## src/rtl/l2_bus_arbiter.sv

```systemverilog
// Round-robin arbiter for the shared L2 request port. Sequences one transaction at a time,
// with an invalidate snoop and ack collection ahead of every write.
module l2_bus_arbiter #(
   parameter int unsigned NUM_CORES  = 2,
   parameter int unsigned ADDR_WIDTH = 32,
   parameter int unsigned DATA_WIDTH = 32,
   parameter int unsigned TIMEOUT    = 64
) (
   input  logic                            clk,
   input  logic                            rst_n,
   input  logic [NUM_CORES-1:0]            c_req_valid,
   input  logic [NUM_CORES-1:0]            c_req_wr,
   input  logic [NUM_CORES*ADDR_WIDTH-1:0] c_req_addr,
   input  logic [NUM_CORES*DATA_WIDTH-1:0] c_req_wdata,
   output logic [NUM_CORES-1:0]            c_resp_valid,
   output logic [DATA_WIDTH-1:0]           c_resp_rdata,
   output logic                            snoop_valid,
   output logic [ADDR_WIDTH-1:0]           snoop_addr,
   output logic [1:0]                      snoop_source_id,
   input  logic [NUM_CORES-1:0]            snoop_ack,
   output logic                            l2_req_valid,
   output logic                            l2_req_wr,
   output logic [ADDR_WIDTH-1:0]           l2_req_addr,
   output logic [DATA_WIDTH-1:0]           l2_req_wdata,
   input  logic                            l2_resp_valid,
   input  logic [DATA_WIDTH-1:0]           l2_resp_rdata,
   output logic [1:0]                      grant_id,
   output logic                            bus_busy,
   output logic                            timeout_err
);

   localparam int unsigned CNT_W = $clog2(TIMEOUT) + 1;
   localparam logic [CNT_W-1:0] CNT_LAST = CNT_W'(TIMEOUT - 1);

   typedef enum logic [2:0] {
      IDLE, SNOOP, SNOOP_WAIT, L2_ISSUE, L2_WAIT, RESP
   } state_e;

   state_e                 state_q, state_d;
   logic [1:0]             last_q, last_d;
   logic [1:0]             gid_q, gid_d;
   logic                   wr_q, wr_d;
   logic [ADDR_WIDTH-1:0]  addr_q, addr_d;
   logic [DATA_WIDTH-1:0]  wdata_q, wdata_d;
   logic [NUM_CORES-1:0]   ack_q, ack_d;
   logic [CNT_W-1:0]       cnt_q, cnt_d;
   logic [NUM_CORES-1:0]   resp_vld_q, resp_vld_d;
   logic [DATA_WIDTH-1:0]  rdata_q, rdata_d;
   logic                   snoop_vld_q, snoop_vld_d;
   logic [ADDR_WIDTH-1:0]  snoop_addr_q, snoop_addr_d;
   logic [1:0]             snoop_src_q, snoop_src_d;
   logic                   l2_vld_q, l2_vld_d;
   logic                   l2_wr_q, l2_wr_d;
   logic [ADDR_WIDTH-1:0]  l2_addr_q, l2_addr_d;
   logic [DATA_WIDTH-1:0]  l2_wdata_q, l2_wdata_d;
   logic                   busy_q, busy_d;
   logic                   terr_q, terr_d;

   logic                   sel_found;
   logic [1:0]             sel_id;
   logic                   sel_wr;
   logic [ADDR_WIDTH-1:0]  sel_addr;
   logic [DATA_WIDTH-1:0]  sel_wdata;
   logic [NUM_CORES-1:0]   ack_all;

   // Round-robin pick: scanning offsets high to low lets the nearest requester after last_q win.
   always_comb begin
      sel_found = 1'b0;
      sel_id    = '0;
      sel_wr    = 1'b0;
      sel_addr  = '0;
      sel_wdata = '0;
      for (int k = int'(NUM_CORES); k >= 1; k--) begin
         for (int i = 0; i < int'(NUM_CORES); i++) begin
            if (c_req_valid[i] && (((int'(last_q) + k) % int'(NUM_CORES)) == i)) begin
               sel_found = 1'b1;
               sel_id    = 2'(i);
               sel_wr    = c_req_wr[i];
               sel_addr  = c_req_addr[i*ADDR_WIDTH +: ADDR_WIDTH];
               sel_wdata = c_req_wdata[i*DATA_WIDTH +: DATA_WIDTH];
            end
         end
      end
   end

   // Next state and next values of every registered output.
   always_comb begin
      state_d      = state_q;
      last_d       = last_q;
      gid_d        = gid_q;
      wr_d         = wr_q;
      addr_d       = addr_q;
      wdata_d      = wdata_q;
      ack_d        = ack_q;
      cnt_d        = cnt_q;
      resp_vld_d   = '0;
      rdata_d      = rdata_q;
      snoop_vld_d  = 1'b0;
      snoop_addr_d = snoop_addr_q;
      snoop_src_d  = snoop_src_q;
      l2_vld_d     = 1'b0;
      l2_wr_d      = l2_wr_q;
      l2_addr_d    = l2_addr_q;
      l2_wdata_d   = l2_wdata_q;
      terr_d       = terr_q;
      ack_all      = ack_q | snoop_ack;

      unique case (state_q)
         IDLE: begin
            if (sel_found) begin
               gid_d   = sel_id;
               last_d  = sel_id;
               wr_d    = sel_wr;
               addr_d  = sel_addr;
               wdata_d = sel_wdata;
               if (sel_wr) begin
                  state_d      = SNOOP;
                  snoop_vld_d  = 1'b1;
                  snoop_addr_d = sel_addr;
                  snoop_src_d  = sel_id;
               end else begin
                  state_d    = L2_ISSUE;
                  l2_vld_d   = 1'b1;
                  l2_wr_d    = 1'b0;
                  l2_addr_d  = sel_addr;
                  l2_wdata_d = sel_wdata;
               end
            end
         end
         SNOOP: begin
            ack_d   = NUM_CORES'(1) << gid_q;
            cnt_d   = '0;
            state_d = SNOOP_WAIT;
         end
         SNOOP_WAIT: begin
            ack_d = ack_all;
            if ((&ack_all) || (cnt_q == CNT_LAST)) begin
               if (!(&ack_all)) begin
                  terr_d = 1'b1;
               end
               state_d    = L2_ISSUE;
               l2_vld_d   = 1'b1;
               l2_wr_d    = wr_q;
               l2_addr_d  = addr_q;
               l2_wdata_d = wdata_q;
            end else begin
               cnt_d = cnt_q + CNT_W'(1);
            end
         end
         L2_ISSUE: begin
            cnt_d   = '0;
            state_d = L2_WAIT;
         end
         L2_WAIT: begin
            if (l2_resp_valid) begin
               rdata_d    = l2_resp_rdata;
               resp_vld_d = NUM_CORES'(1) << gid_q;
               state_d    = RESP;
            end else if (cnt_q == CNT_LAST) begin
               terr_d     = 1'b1;
               rdata_d    = '0;
               resp_vld_d = NUM_CORES'(1) << gid_q;
               state_d    = RESP;
            end else begin
               cnt_d = cnt_q + CNT_W'(1);
            end
         end
         RESP: begin
            state_d = IDLE;
         end
         default: begin
            state_d = IDLE;
         end
      endcase

      busy_d = (state_d != IDLE);
   end

   always_ff @(posedge clk or negedge rst_n) begin
      if (!rst_n) begin
         state_q      <= IDLE;
         last_q       <= 2'(NUM_CORES - 1);
         gid_q        <= '0;
         wr_q         <= 1'b0;
         addr_q       <= '0;
         wdata_q      <= '0;
         ack_q        <= '0;
         cnt_q        <= '0;
         resp_vld_q   <= '0;
         rdata_q      <= '0;
         snoop_vld_q  <= 1'b0;
         snoop_addr_q <= '0;
         snoop_src_q  <= '0;
         l2_vld_q     <= 1'b0;
         l2_wr_q      <= 1'b0;
         l2_addr_q    <= '0;
         l2_wdata_q   <= '0;
         busy_q       <= 1'b0;
         terr_q       <= 1'b0;
      end else begin
         state_q      <= state_d;
         last_q       <= last_d;
         gid_q        <= gid_d;
         wr_q         <= wr_d;
         addr_q       <= addr_d;
         wdata_q      <= wdata_d;
         ack_q        <= ack_d;
         cnt_q        <= cnt_d;
         resp_vld_q   <= resp_vld_d;
         rdata_q      <= rdata_d;
         snoop_vld_q  <= snoop_vld_d;
         snoop_addr_q <= snoop_addr_d;
         snoop_src_q  <= snoop_src_d;
         l2_vld_q     <= l2_vld_d;
         l2_wr_q      <= l2_wr_d;
         l2_addr_q    <= l2_addr_d;
         l2_wdata_q   <= l2_wdata_d;
         busy_q       <= busy_d;
         terr_q       <= terr_d;
      end
   end

   assign c_resp_valid    = resp_vld_q;
   assign c_resp_rdata    = rdata_q;
   assign snoop_valid     = snoop_vld_q;
   assign snoop_addr      = snoop_addr_q;
   assign snoop_source_id = snoop_src_q;
   assign l2_req_valid    = l2_vld_q;
   assign l2_req_wr       = l2_wr_q;
   assign l2_req_addr     = l2_addr_q;
   assign l2_req_wdata    = l2_wdata_q;
   assign grant_id        = gid_q;
   assign bus_busy        = busy_q;
   assign timeout_err     = terr_q;

endmodule

```

## config.mk

```make
export PLATFORM = sky130hd
export DESIGN_NAME = l2_bus_arbiter
export DESIGN_NICKNAME = d
export VERILOG_FILES = /design/src/rtl/l2_bus_arbiter.sv
export SDC_FILE = /design/constraint.sdc
export NUM_CORES = 1
export LEC_CHECK = 0
export CAP_MARGIN = 10
export CORE_ASPECT_RATIO = 1.25
export CORE_MARGIN = 4
export CORE_UTILIZATION = 48
export CTS_BUF_LIST = sky130_fd_sc_hd__clkbuf_2
export CTS_CLUSTER_SIZE = 24
export DETAILED_ROUTE_END_ITERATION = 16
export MAX_ROUTING_LAYER = met4
export PLACE_DENSITY = 0.87
export SETUP_SLACK_MARGIN = 0.05
export SKIP_CTS_REPAIR_TIMING = 1
export SLEW_MARGIN = 10
export SYNTH_ARGS = -nofsm -noshare
export SYNTH_HDL_FRONTEND = slang
export SYNTH_SLANG_ARGS = --single-unit
```

## constraint.sdc

```tcl
create_clock -name clk -period 2.4 [get_ports clk]
set_clock_uncertainty 0.15 [all_clocks]
set_input_delay 0.48 -clock clk [delete_from_list [all_inputs] [get_ports clk]]
set_output_delay 0.48 -clock clk [all_outputs]
set_load 0.02 [all_outputs]
```

==> flow_summary_export.csv <==
group,metric,value,unit
worst_setup_path,slowest_delay,0.49,ns
worst_setup_path,crit_family,"simple AND/OR/NAND/NOR gates",
clocking,clk_pin_slew,0.12,ns
route,wl,29990,um
layout,fin_nets,1397,
route,drt-met1-wl,11580,um
timing,finalSetupViolations,0,
die,num_rows,57,
synthesis,avgSynthCellArea,10.91,um^2
global_routing,grt_max_degree,79,
timing,rsz0062_at_grt,"false",
worst_setup_path,cp_num_buf_inv,1,
synthesis,ys_types,44,
clocking,clockBufferDepth,3,
worst_setup_path,crit_path_start_kind,"flop",
die,ios,308,
timing,hold_slack,0.09863,ns
synthesis,yosysMostFrequentCell,"dfrtp_1",
global_routing,antenna_found_initial,3,
synthesis,yosys.area.top_type,"dfrtp_1",
worst_setup_path,worstPathCellList,"buf_4 -> nor4b_1 -> o21ai_0 -> nand3_1 -> mux2_2",
die,die_h,166.0,um
timing,min_period,2.190,ns
layout,synthToLayoutAreaGrowth,48.23,%
timing,max_slew.worst_pin.slew,0.5348,ns
clocking,cts_tree,"built",
timing,hold_violations,0,
die,core,19540,um^2
timing,fin_setup_tns,0,ns
worst_setup_path,end_kind,"flop",
job,maxCapViolations,0,
global_routing,grt_pass1_vias,8995,
worst_setup_path,cp.arrival,2.71,ns
route,wl_met3,2132,um
synthesis,syn_inst,879,
clocking,cts_root_buffer,"clkbuf_2",
synthesis,synth_common_cells,"dfrtp_1 (214), o21ai_0 (110), nand2_1 (75), a21oi_1 (71), nor2_1 (71)",
placed_design,dp_hpwl,20960,um
power,leakage,7.766,nW
timing,maxSlewHeadroom,64.35,%
die,initial_core_util,49.08,%
placed_design,port_buffers,305,
clocking,cts_buffers,51,
timing,clock.fmax,0.4566,GHz
worst_setup_path,crit_type,"flop to flop",
route,vias,8616,
synthesis,syn_area,9590,um^2
route,wire_per_inst,19.51,um
clocking,clkSinkCount,215,
synthesis,async_reset_ff_share,100.0,%
layout,fill_cells,1317,
power,peakVddDrop,0.6980,mV
route,first_pass_iters,5,
synthesis,yosysTopAreaCellShare,55.84,%
global_routing,grt.overflow.total,0,
clocking,clk_latency,0.81,ns
power,power.density,1329,nW/um^2
route,drtAntennaViolNets,0,
global_routing,grt_use_total,26.36,%
worst_setup_path,cp.required,2.92,ns
worst_setup_path,crit_fanout,7,
placed_design,place_congestion,0.8451,
synthesis,ys.flop_type,"dfrtp_1",
route,vias_per_cell,5.606,
route,drc,0,
outcome,status,"finished clean",
worst_hold_path,hold_class,"input pin to async pin",
synthesis,synth-seq-area-share,56.11,%
synthesis,synth_edf_count,0,
layout,final_layout_size_suffix_gt1_share,17.97,%
route,first_iter_violations,475,
route,met2_length,15250,um
route,highest_layer,"met4",
die,chipWidth,134.4,um
clocking,htree_levels,2,
global_routing,grt_pass1_wl,46530,um
worst_setup_path,cpMaxStageDelayCell,"nor4b_1",
timing,final-max-slew-violation-count,0,
synthesis,synth_area_leaders,"dfrtp_1 (56%), mux2_4 (6.1%), a32oi_1 (5.9%), o21ai_0 (5.7%), a21oi_1 (3.7%)",
synthesis,ys_warn_count,0,
timing,period_share,91.25,%
worst_setup_path,r2r_slack,0.21,ns
synthesis,ys_ff_latch,215,
die,fp.dieArea,22320,um^2
metrics by stage:
step | instance area (um^2) | worst slack [ns] | util [%] | instances | power [mW]
2_1_floorplan | 9594 | 0.3564 | - | 880 | 12.18
3_3_place_gp | 13370 | -0.07303 | 68.40 | 1437 | 16.32
3_5_place_dp | 13370 | -0.1496 | 68.40 | 1437 | 16.73
4_1_cts | 13850 | -0.2255 | 70.85 | 1532 | 19.22
5_1_grt | 14220 | 0.1285 | 72.75 | 1537 | 20.12
6_report | 14220 | 0.2101 | 72.75 | 1537 | 18.89
layout make-up:
class / count / area [um^2] / share of cell area (%)
clock inverter: 20 / 103.9 / 0.7305
inverter: 6 / 22.52 / 0.1584
multi-input combinational: 575 / 3857 / 27.13
sequential: 215 / 5381 / 37.85
tap: 265 / 331.6 / 2.332
clock buffer: 75 / 375.4 / 2.640
antenna: 3 / 7.507 / 0.05281
timing repair buffer: 378 / 4136 / 29.10
routing by layer:
metal	vias up	global-route usage (%)
met5	-	-
met4	0	10.41
met3	84	6.667
met2	393	43.81
met1	4181	30.65
li1	3958	-
cell families after synthesis:
family	count (synthesis)	share of synthesized area (%)
AND/OR/NAND/NOR	174	7.658
flip-flops	215	56.11
AO/OA/AOI/OAI	330	22.34
multiplexers	67	9.393
adder cells (fa/ha/maj)	1	0.1304
buffers and inverters	90	4.240
XOR/XNOR	1	0.09134
other	1	0.03910
worst register-to-register path: cells and delay by family (launching register included):
kind | cells | cell delay [ns]
muxes | 1 | 0.34
AOI/OAI and AO/OA | 1 | 0.22
DFF | 1 | 0.47
buffers and inverters | 1 | 0.19
and+or+nand+nor | 2 | 0.67
worst paths after layout:
| path | startpoint | end | cells after the start |
|---|---|---|---|
| worst max-delay path | state_q[0]$_DFF_PN0_ | cnt_q[0]$_DFFE_PN0P_ | 5 |
| worst min-delay path | rst_n | l2_req_wdata[20]$_DFFE_PN0P_ | 2 |
| worst max register to register | state_q[0]$_DFF_PN0_ | cnt_q[0]$_DFFE_PN0P_ | 5 |
| worst min register to register | timeout_err$_DFFE_PN0P_ | timeout_err$_DFFE_PN0P_ | 1 |
| max in group asynchronous | rst_n | snoop_addr[27]$_DFFE_PN0P_ | 3 |
| min in group clk | l2_resp_rdata[8] | c_resp_rdata[8]$_DFFE_PN0P_ | 2 |
sequential cells by signal (all words and copies together), names as in the netlist, 3 cells and up:
name and cells:
addr_q 32, c_resp_rdata 32, cnt_q 7, l2_req_addr 32, l2_req_wdata 32, snoop_addr 32
state_q 3, wdata_q 32
placed cells by master, fill, tap and decap left out, types with 3 or more instances in the layout:
cell type        netlist  layout
clkinv_1               0      16
o31ai_1               32      32
buf_12                 0      15
nand4_1                6       6
nand2_1               75      75
a21oi_1               71      71
nor2b_1                4       4
o21a_1                 3       3
nor4_1                 4       4
clkdlybuf4s50_1        0     166
mux2_4                39      39
buf_4                  2      56
dlymetal6s2s_1         0     137
inv_1                  6       6
a22o_1                32      32
o211ai_1               5       5
dfrtp_1              214     214
a32oi_1               65      64
nor2_1                71      71
mux2_2                28      28
clkbuf_2               1      75
o21ai_0              110     110
diode_2                0       3
nor3b_1                4       4
where the power goes:
part           leakage [nW]  switching (mW)  internal (mW)
clock network         0.363            1.48          0.948
registers              2.70           0.996           5.30
logic                  4.70            5.22           4.94
(Power assumes the default switching activity.)
